## src/rtl/pipe_stage_buf.sv

```systemverilog
// pipe_stage_buf: elastic valid/ready pipeline register between MiniMIPS32
// stages. Carries payload, exception code, PC, badvaddr and delay-slot flag.
//
// Build option: define PIPE_STAGE_SKID_EN to add a skid entry. With it,
// in_ready is a pure register output and occupancy ranges 0..2. Without it
// the stage is a single register whose in_ready is combinational from
// out_ready, and occupancy[1] is always 0.
//
// Whenever out_valid is low every out_* field holds its idle value
// (zero, exception code EC_NONE), so downstream never sees stale state.

module pipe_stage_buf #(
    parameter int unsigned      DATA_W  = 32,
    parameter int unsigned      EXC_W   = 5,
    parameter logic [EXC_W-1:0] EC_NONE = {EXC_W{1'b0}},
    parameter int unsigned      PC_W    = 32
) (
    input  logic              clk,
    input  logic              rst,
    input  logic              flush,
    input  logic              in_valid,
    output logic              in_ready,
    input  logic [DATA_W-1:0] in_data,
    input  logic [EXC_W-1:0]  in_exc_code,
    input  logic [PC_W-1:0]   in_pc,
    input  logic [PC_W-1:0]   in_badvaddr,
    input  logic              in_in_delay,
    output logic              out_valid,
    input  logic              out_ready,
    output logic [DATA_W-1:0] out_data,
    output logic [EXC_W-1:0]  out_exc_code,
    output logic [PC_W-1:0]   out_pc,
    output logic [PC_W-1:0]   out_badvaddr,
    output logic              out_in_delay,
    output logic [1:0]        occupancy
);

    // One held instruction slot: everything that travels with the instruction.
    typedef struct packed {
        logic [DATA_W-1:0] data;
        logic [EXC_W-1:0]  exc_code;
        logic [PC_W-1:0]   pc;
        logic [PC_W-1:0]   badvaddr;
        logic              in_delay;
    } entry_t;

    // Value an empty slot carries; used on reset, flush and bubble.
    function automatic entry_t idle_entry();
        entry_t e;
        e.data     = {DATA_W{1'b0}};
        e.exc_code = EC_NONE;
        e.pc       = {PC_W{1'b0}};
        e.badvaddr = {PC_W{1'b0}};
        e.in_delay = 1'b0;
        return e;
    endfunction

    // Main entry drives the outputs directly.
    entry_t     r_main;
    logic       r_main_valid;
    logic [1:0] r_occupancy;

    entry_t     w_in_entry;
    entry_t     w_main_nxt;
    logic       w_main_valid_nxt;
    logic [1:0] w_occ_nxt;
    logic       w_in_ready;
    logic       w_accept;
    logic       w_consume;

`ifdef PIPE_STAGE_SKID_EN
    // Skid entry: catches an input accepted while main is stalled.
    entry_t     r_skid;
    logic       r_skid_valid;
    entry_t     w_skid_nxt;
    logic       w_skid_valid_nxt;
`endif

    // Pack the upstream fields into one entry.
    always_comb begin
        w_in_entry          = idle_entry();
        w_in_entry.data     = in_data;
        w_in_entry.exc_code = in_exc_code;
        w_in_entry.pc       = in_pc;
        w_in_entry.badvaddr = in_badvaddr;
        w_in_entry.in_delay = in_in_delay;
    end

`ifdef PIPE_STAGE_SKID_EN
    // Ready only depends on the skid register, so out_ready never reaches in_ready.
    always_comb begin
        w_in_ready = ~r_skid_valid;
    end
`else
    // Single register: free when empty or when being drained this cycle.
    always_comb begin
        w_in_ready = ~r_main_valid | out_ready;
    end
`endif

    // Transfer strobes; flush overrides these at the register update.
    always_comb begin
        w_accept  = in_valid & w_in_ready;
        w_consume = r_main_valid & out_ready;
    end

`ifdef PIPE_STAGE_SKID_EN
    // Next-state for main and skid entries during normal operation.
    always_comb begin
        w_main_nxt       = r_main;
        w_main_valid_nxt = r_main_valid;
        w_skid_nxt       = r_skid;
        w_skid_valid_nxt = r_skid_valid;
        if (r_skid_valid) begin
            // Full: no accept possible; a consume promotes the skid entry.
            if (w_consume) begin
                w_main_nxt       = r_skid;
                w_main_valid_nxt = 1'b1;
                w_skid_nxt       = idle_entry();
                w_skid_valid_nxt = 1'b0;
            end else begin
                w_main_nxt       = r_main;
                w_skid_nxt       = r_skid;
            end
        end else if (r_main_valid) begin
            if (w_accept && w_consume) begin
                // Steady flow: replace main in place.
                w_main_nxt       = w_in_entry;
                w_main_valid_nxt = 1'b1;
            end else if (w_accept) begin
                // Main stalled: park the new entry in the skid slot.
                w_skid_nxt       = w_in_entry;
                w_skid_valid_nxt = 1'b1;
            end else if (w_consume) begin
                // Drained with nothing behind it: insert a bubble.
                w_main_nxt       = idle_entry();
                w_main_valid_nxt = 1'b0;
            end else begin
                w_main_nxt       = r_main;
            end
        end else begin
            // Empty: out_ready is irrelevant, only an accept matters.
            if (w_accept) begin
                w_main_nxt       = w_in_entry;
                w_main_valid_nxt = 1'b1;
            end else begin
                w_main_nxt       = r_main;
            end
        end
    end

    // Occupancy counts both slots.
    always_comb begin
        w_occ_nxt = {1'b0, w_main_valid_nxt} + {1'b0, w_skid_valid_nxt};
    end
`else
    // Next-state for the single main entry during normal operation.
    always_comb begin
        w_main_nxt       = r_main;
        w_main_valid_nxt = r_main_valid;
        if (w_accept) begin
            // Covers both fill-from-empty and consume-and-replace.
            w_main_nxt       = w_in_entry;
            w_main_valid_nxt = 1'b1;
        end else if (w_consume) begin
            // Drained with no new input: insert a bubble.
            w_main_nxt       = idle_entry();
            w_main_valid_nxt = 1'b0;
        end else begin
            w_main_nxt       = r_main;
        end
    end

    // Occupancy is 0 or 1 with a single register.
    always_comb begin
        w_occ_nxt = {1'b0, w_main_valid_nxt};
    end
`endif

    // Main entry state: reset beats flush beats normal update.
    always_ff @(posedge clk) begin
        if (rst) begin
            r_main       <= idle_entry();
            r_main_valid <= 1'b0;
            r_occupancy  <= 2'd0;
        end else if (flush) begin
            r_main       <= idle_entry();
            r_main_valid <= 1'b0;
            r_occupancy  <= 2'd0;
        end else begin
            r_main       <= w_main_nxt;
            r_main_valid <= w_main_valid_nxt;
            r_occupancy  <= w_occ_nxt;
        end
    end

`ifdef PIPE_STAGE_SKID_EN
    // Skid entry state: same priority as the main entry.
    always_ff @(posedge clk) begin
        if (rst) begin
            r_skid       <= idle_entry();
            r_skid_valid <= 1'b0;
        end else if (flush) begin
            r_skid       <= idle_entry();
            r_skid_valid <= 1'b0;
        end else begin
            r_skid       <= w_skid_nxt;
            r_skid_valid <= w_skid_valid_nxt;
        end
    end
`endif

    assign in_ready     = w_in_ready;
    assign out_valid    = r_main_valid;
    assign out_data     = r_main.data;
    assign out_exc_code = r_main.exc_code;
    assign out_pc       = r_main.pc;
    assign out_badvaddr = r_main.badvaddr;
    assign out_in_delay = r_main.in_delay;
    assign occupancy    = r_occupancy;

endmodule
```

## config.mk

```make
export PLATFORM = sky130hd
export DESIGN_NAME = pipe_stage_buf
export DESIGN_NICKNAME = d
export VERILOG_FILES = /design/src/rtl/pipe_stage_buf.sv
export SDC_FILE = /design/constraint.sdc
export NUM_CORES = 1
export LEC_CHECK = 0
export ABC_AREA = 1
export CORE_ASPECT_RATIO = 0.5
export CORE_MARGIN = 8
export CORE_UTILIZATION = 41
export CTS_CLUSTER_DIAMETER = 200
export DETAILED_ROUTE_END_ITERATION = 8
export GPL_ROUTABILITY_DRIVEN = 0
export PLACE_DENSITY = 0.81
export SLEW_MARGIN = 15
export SYNTH_ARGS = -nofsm -noshare
export SYNTH_HDL_FRONTEND = slang
export SYNTH_SLANG_ARGS = --single-unit
```

## constraint.sdc

```tcl
create_clock -name clk -period 1.3 [get_ports clk]
set_input_delay 0.26 -clock clk [delete_from_list [all_inputs] [get_ports clk]]
set_output_delay 0.26 -clock clk [all_outputs]
set_load 0.01 [all_outputs]
```

# After elaboration in Yosys (flattened, before gate mapping)
# Cells that the tools add are included.
# word_totals
register_bits,104
latchBits,0
mem_bits_rw,0
romBits,0
in_bits,107
output_inout_bits,106
elab_cells,17
n_memories,0
# op_classes
add_sub_neg,0
n_mul,0
n_div,0
n_lt_le_gt_ge,0
eq_ne,0
shifts,0
muxes,4
n_bitwise,4
reduce_logical,2
# ops
op,n
$mux W102,2
$and A1 B1 Y1,2
$mux W1,2
$reduce_bool A2 Y1,1
$reduce_or A2 Y1,1
$not A1 Y1,1
$or A1 B1 Y1,1

# Logic depth before layout (Yosys ltp)
# depth
depth_word,4
mapped_depth,6
depth_no_buf,4

# Worst setup path after synthesis
# OpenSTA, ideal clock, no wires.
# synth_path
path_kind,register to register
startpoint,register occupancy[0] (netlist name)
endpoint,register r_main (netlist bit out_data[15])
setup_ps,124
arrival_ps,1023
required_ps,1176
path_slack_ps,153
stages_incl_launch_ff,6
path_buffers,2
period_less_slack_ps,1147
path_cell_list,dfxtp_1 -> nand2_1 -> buf_4 -> buf_4 -> nand3_2 -> a21oi_2
# synth_rtl
item,line_no,rtl
"end signal, assigned",183,r_main <= idle_entry();
"end signal, assigned",187,r_main <= idle_entry();
"end signal, assigned",191,r_main <= w_main_nxt;
"end, declared",59,entry_t r_main;

==> impl_results.md <==
* YS warnings at 0
* Psw at roughly 1800 uW
* Mux contribution to synthesized area at 0%
* FP Rows at 26
* Seq/Total Area, Yosys at 46.9%
* Worst hold path class: primary input to register
* Final ANT Viol Nets at 0
* Simple-gate share of the synthesized area at 25.0%
* Final period util at around 97%
* Synth top area share at a little under half
* Syn_nets at about 580
* Fin Hold WS at a little over 0.4 ns
* Largest family of logic cells by synthesized area: simple AND/OR/NAND/NOR gates
* Max Slew Vio Count at 0
* Fmax at roughly 0.8 GHz
* Synth Area in XOR/XNOR at 0%
* R2R setup slack at around 0.034 ns
* Commonest cells after routing, fill and taps aside: 191 x nand3_1, 104 x clkdlybuf4s50_1, 102 x dlygate4sd2_1, 102 x dfxtp_1, 79 x a21oi_2
* Place WS at -0.368 ns
* Synth area leaders: dfxtp_1 47%, nand3_1 22%, a21oi_2 16%, buf_6 3.6%, buf_2 3.0%
* Setup crit start kind: register
* Crit path to: out_badvaddr[25]$_SDFFE_PP0P_
* R2R depth at 7
* Crit-path most repeated cell: buf_4
* Area grow syn2layout at 62.4%
* H-Tree Depth at 3
* Clock power share at between 40% and 50%
* Wire per inst at around 20 um
* Final instance count without filler cells at roughly 800
* Clock skew at roughly 0.0072 ns
* Vias at about 4500
* Yosys cell types at 18
* Vias per cell at roughly 5.4
* DP HPWL at 10.7 mm
* Worst Path Arrival at 1.49 ns
* Number of setup buffers added after CTS at 0
* Uppermost layer routed: met4
* Die W at 162 um
* Wl on met1 at approximately 6.8 mm
* CTS root buf: clkbuf_16
* Comb power frac at between 10% and 20%
* Final hold violation count at 0
* Core area at 0.0103 sq mm
* Switching part of the total at a little under a quarter
* # setup viols final at 0
* Slowest cell on the critical path: dfxtp_2
* IO Count at around 210
* Reg2Reg Launch Point: occupancy[0]$_SDFFE_PP0P_
* Critical Path Max Stage Delay at 0.32 ns
* Num CTS Buffers at 9
* Largest net degree at the start of global routing at 60
* Ratio of cells with drive above 1 in the final layout at between 20% and 30%
* Drt pass-1 iters at 4
* Clock Latency Late Sink at ~0.33 ns
* First-pass GRT wire length at 23.3 mm
* Status: complete, no violations
* Crit path capture type: register
* Most common cell after layout, fill and taps aside: nand3_1
* DIE AREA at roughly 0.014 sq mm
* GR Util All Layers at between 10% and 20%
* DRC at 0
* Initial Utilization at 42.6%
* Cts hold-fix bufs at 0
* Flop pwr share at 41.9%
* Number of antenna diodes at 0
* CTS tree: built
* # clock sinks at 103
* Initial DRC count at 212
* RSZ-0062 raised after global routing: yes
* Synth Area in Compound Gates at between 10% and 20%
* Max Cap Viol at 0
* R2r endpoint: out_badvaddr[25]$_SDFFE_PP0P_
* Area leader, netlist: dfxtp_1
* Setup TNS at 0 ns
* Cell area after synthesis at 0.00439 sq mm
* Max clock buf depth at 2
* Clk slew on worst S/H paths at 0.07 ns
* Adder-Cell Fraction of Synth Area at 0%
* Drt total wl at 16.5 mm
* DR WL met3 at ~1.0 mm
* Maximum vdd drop at 723 uV
* Worst-path fanout max at 9
* Initial antenna violation count at 0
* Placed cell count at around 800
* Min Tclk post-route at approximately 1.3 ns
* Leak at between 0.002 and 0.003 uW
* Seq cells post-synth at between 100 and 150
* GRT overflow at 0
* Detail Route met2 WL at 8.31 mm
* Post-Synthesis Cells at around 480
* Port Buffers at ~210
* Worst Path Required at ~1.5 ns
* Syn_area_per_cell at between 9 and 10 sq um
* Vias in the first global route at ~4400
* WS Path Type: register to register
* P_int at roughly 6100 uW
* Crit. Startpoint: occupancy[0]$_SDFFE_PP0P_
* Worst Slack Setup Final at approximately 0.034 ns
* Die height at between 80 and 90 um
* Cell chain of the critical path: buf_4 -> buf_4 -> inv_8 -> nand2_8 -> clkbuf_16 -> nand3_1 -> a21oi_2
* Post-layout nets at slightly below 800
* Power Density at about 1100 mW/mm^2
* Final Power at between 7000 and 8000 uW
==> kinds of logic after synthesis <==
logic type / count (synthesis)
other: 1
buffers and inverters: 61
AOI/OAI and AO/OA: 103
DFF: 103
and+or+nand+nor: 209
==> worst min path at each step <==
stage	startpoint	endpoint	slack, ns	depth (start not counted)
global route	out_ready	occupancy[0]$_SDFFE_PP0P_	0.42	4
CTS	out_ready	occupancy[0]$_SDFFE_PP0P_	0.40	4
finish	out_ready	occupancy[0]$_SDFFE_PP0P_	0.41	4
detailed placement	out_data[16]$_SDFFE_PP0P_	out_data[16]$_SDFFE_PP0P_	0.47	2
floorplan	in_data[24]	out_data[24]$_SDFFE_PP0P_	0.42	2
global placement	out_data[22]$_SDFFE_PP0P_	out_data[22]$_SDFFE_PP0P_	0.46	2
==> cell type report <==
type                            count  area, sq um
Fill cell                         814         3170
Timing Repair Buffer              247         2540
Sequential cell                   103         2060
Multi-Input combinational cell    314         1980
Clock buffer                       11          243
Tap cell                          140          175
Clock inverter                      5          129
Inverter                            2         15.0
==> cells in the mapped netlist, drive strengths merged <==
library cell,count
inv,2
buf,48
nand2,3
a21oi,103
clkbuf,11
nand3,204
dfxtp,103
or2,1
conb,1
nor2,1
==> stage by stage <==
stage	util, %	cell area (sq um)
5_1_grt	69.2	7140
2_1_floorplan	-	4390
3_3_place_gp	64.5	6650
4_1_cts	66.8	6890
6_report	69.2	7140
3_5_place_dp	64.5	6650
==> worst max-delay path: cells and delay by family (launching register included) <==
kind	cells	cell delay (ns)
compound gates	1	0.05
simple gates	2	0.19
flops	1	0.32
buf+inv	4	0.58
==> power by group through the flow <==
| stage | Sequential [uW] | Combinational [uW] | Clock, uW |
|---|---|---|---|
| CTS | 3310 | 1160 | 3350 |
| detailed placement | 3380 | 1220 | 0 |
| global placement | 3380 | 1210 | 0 |
| global route | 3320 | 1370 | 3480 |
| finish | 3310 | 1290 | 3300 |
| floorplan | 3430 | 516 | 0 |
==> per-layer routing <==
layer / vias up / GRT usage (%)
li1: 2094 / -
met1: 2184 / 22.4
met2: 166 / 35.3
met3: 30 / 5.88
met4: 0 / 7.67
met5: - / 0
==> sequential cells by signal, summed over array words and instances (netlist names) <==
| register | flops |
|---|---|
| out_in_delay | 1 |
| out_exc_code | 5 |
| out_pc | 32 |
| occupancy | 1 |
| out_data | 32 |
| out_badvaddr | 32 |
==> repair_timing <==
action,in CTS,in global routing
gates cloned,0,12
endpoints found under the setup margin,105,76
gates resized for setup,114,12
pin swaps,0,1
No activity file was read; power rests on OpenSTA's default activity.
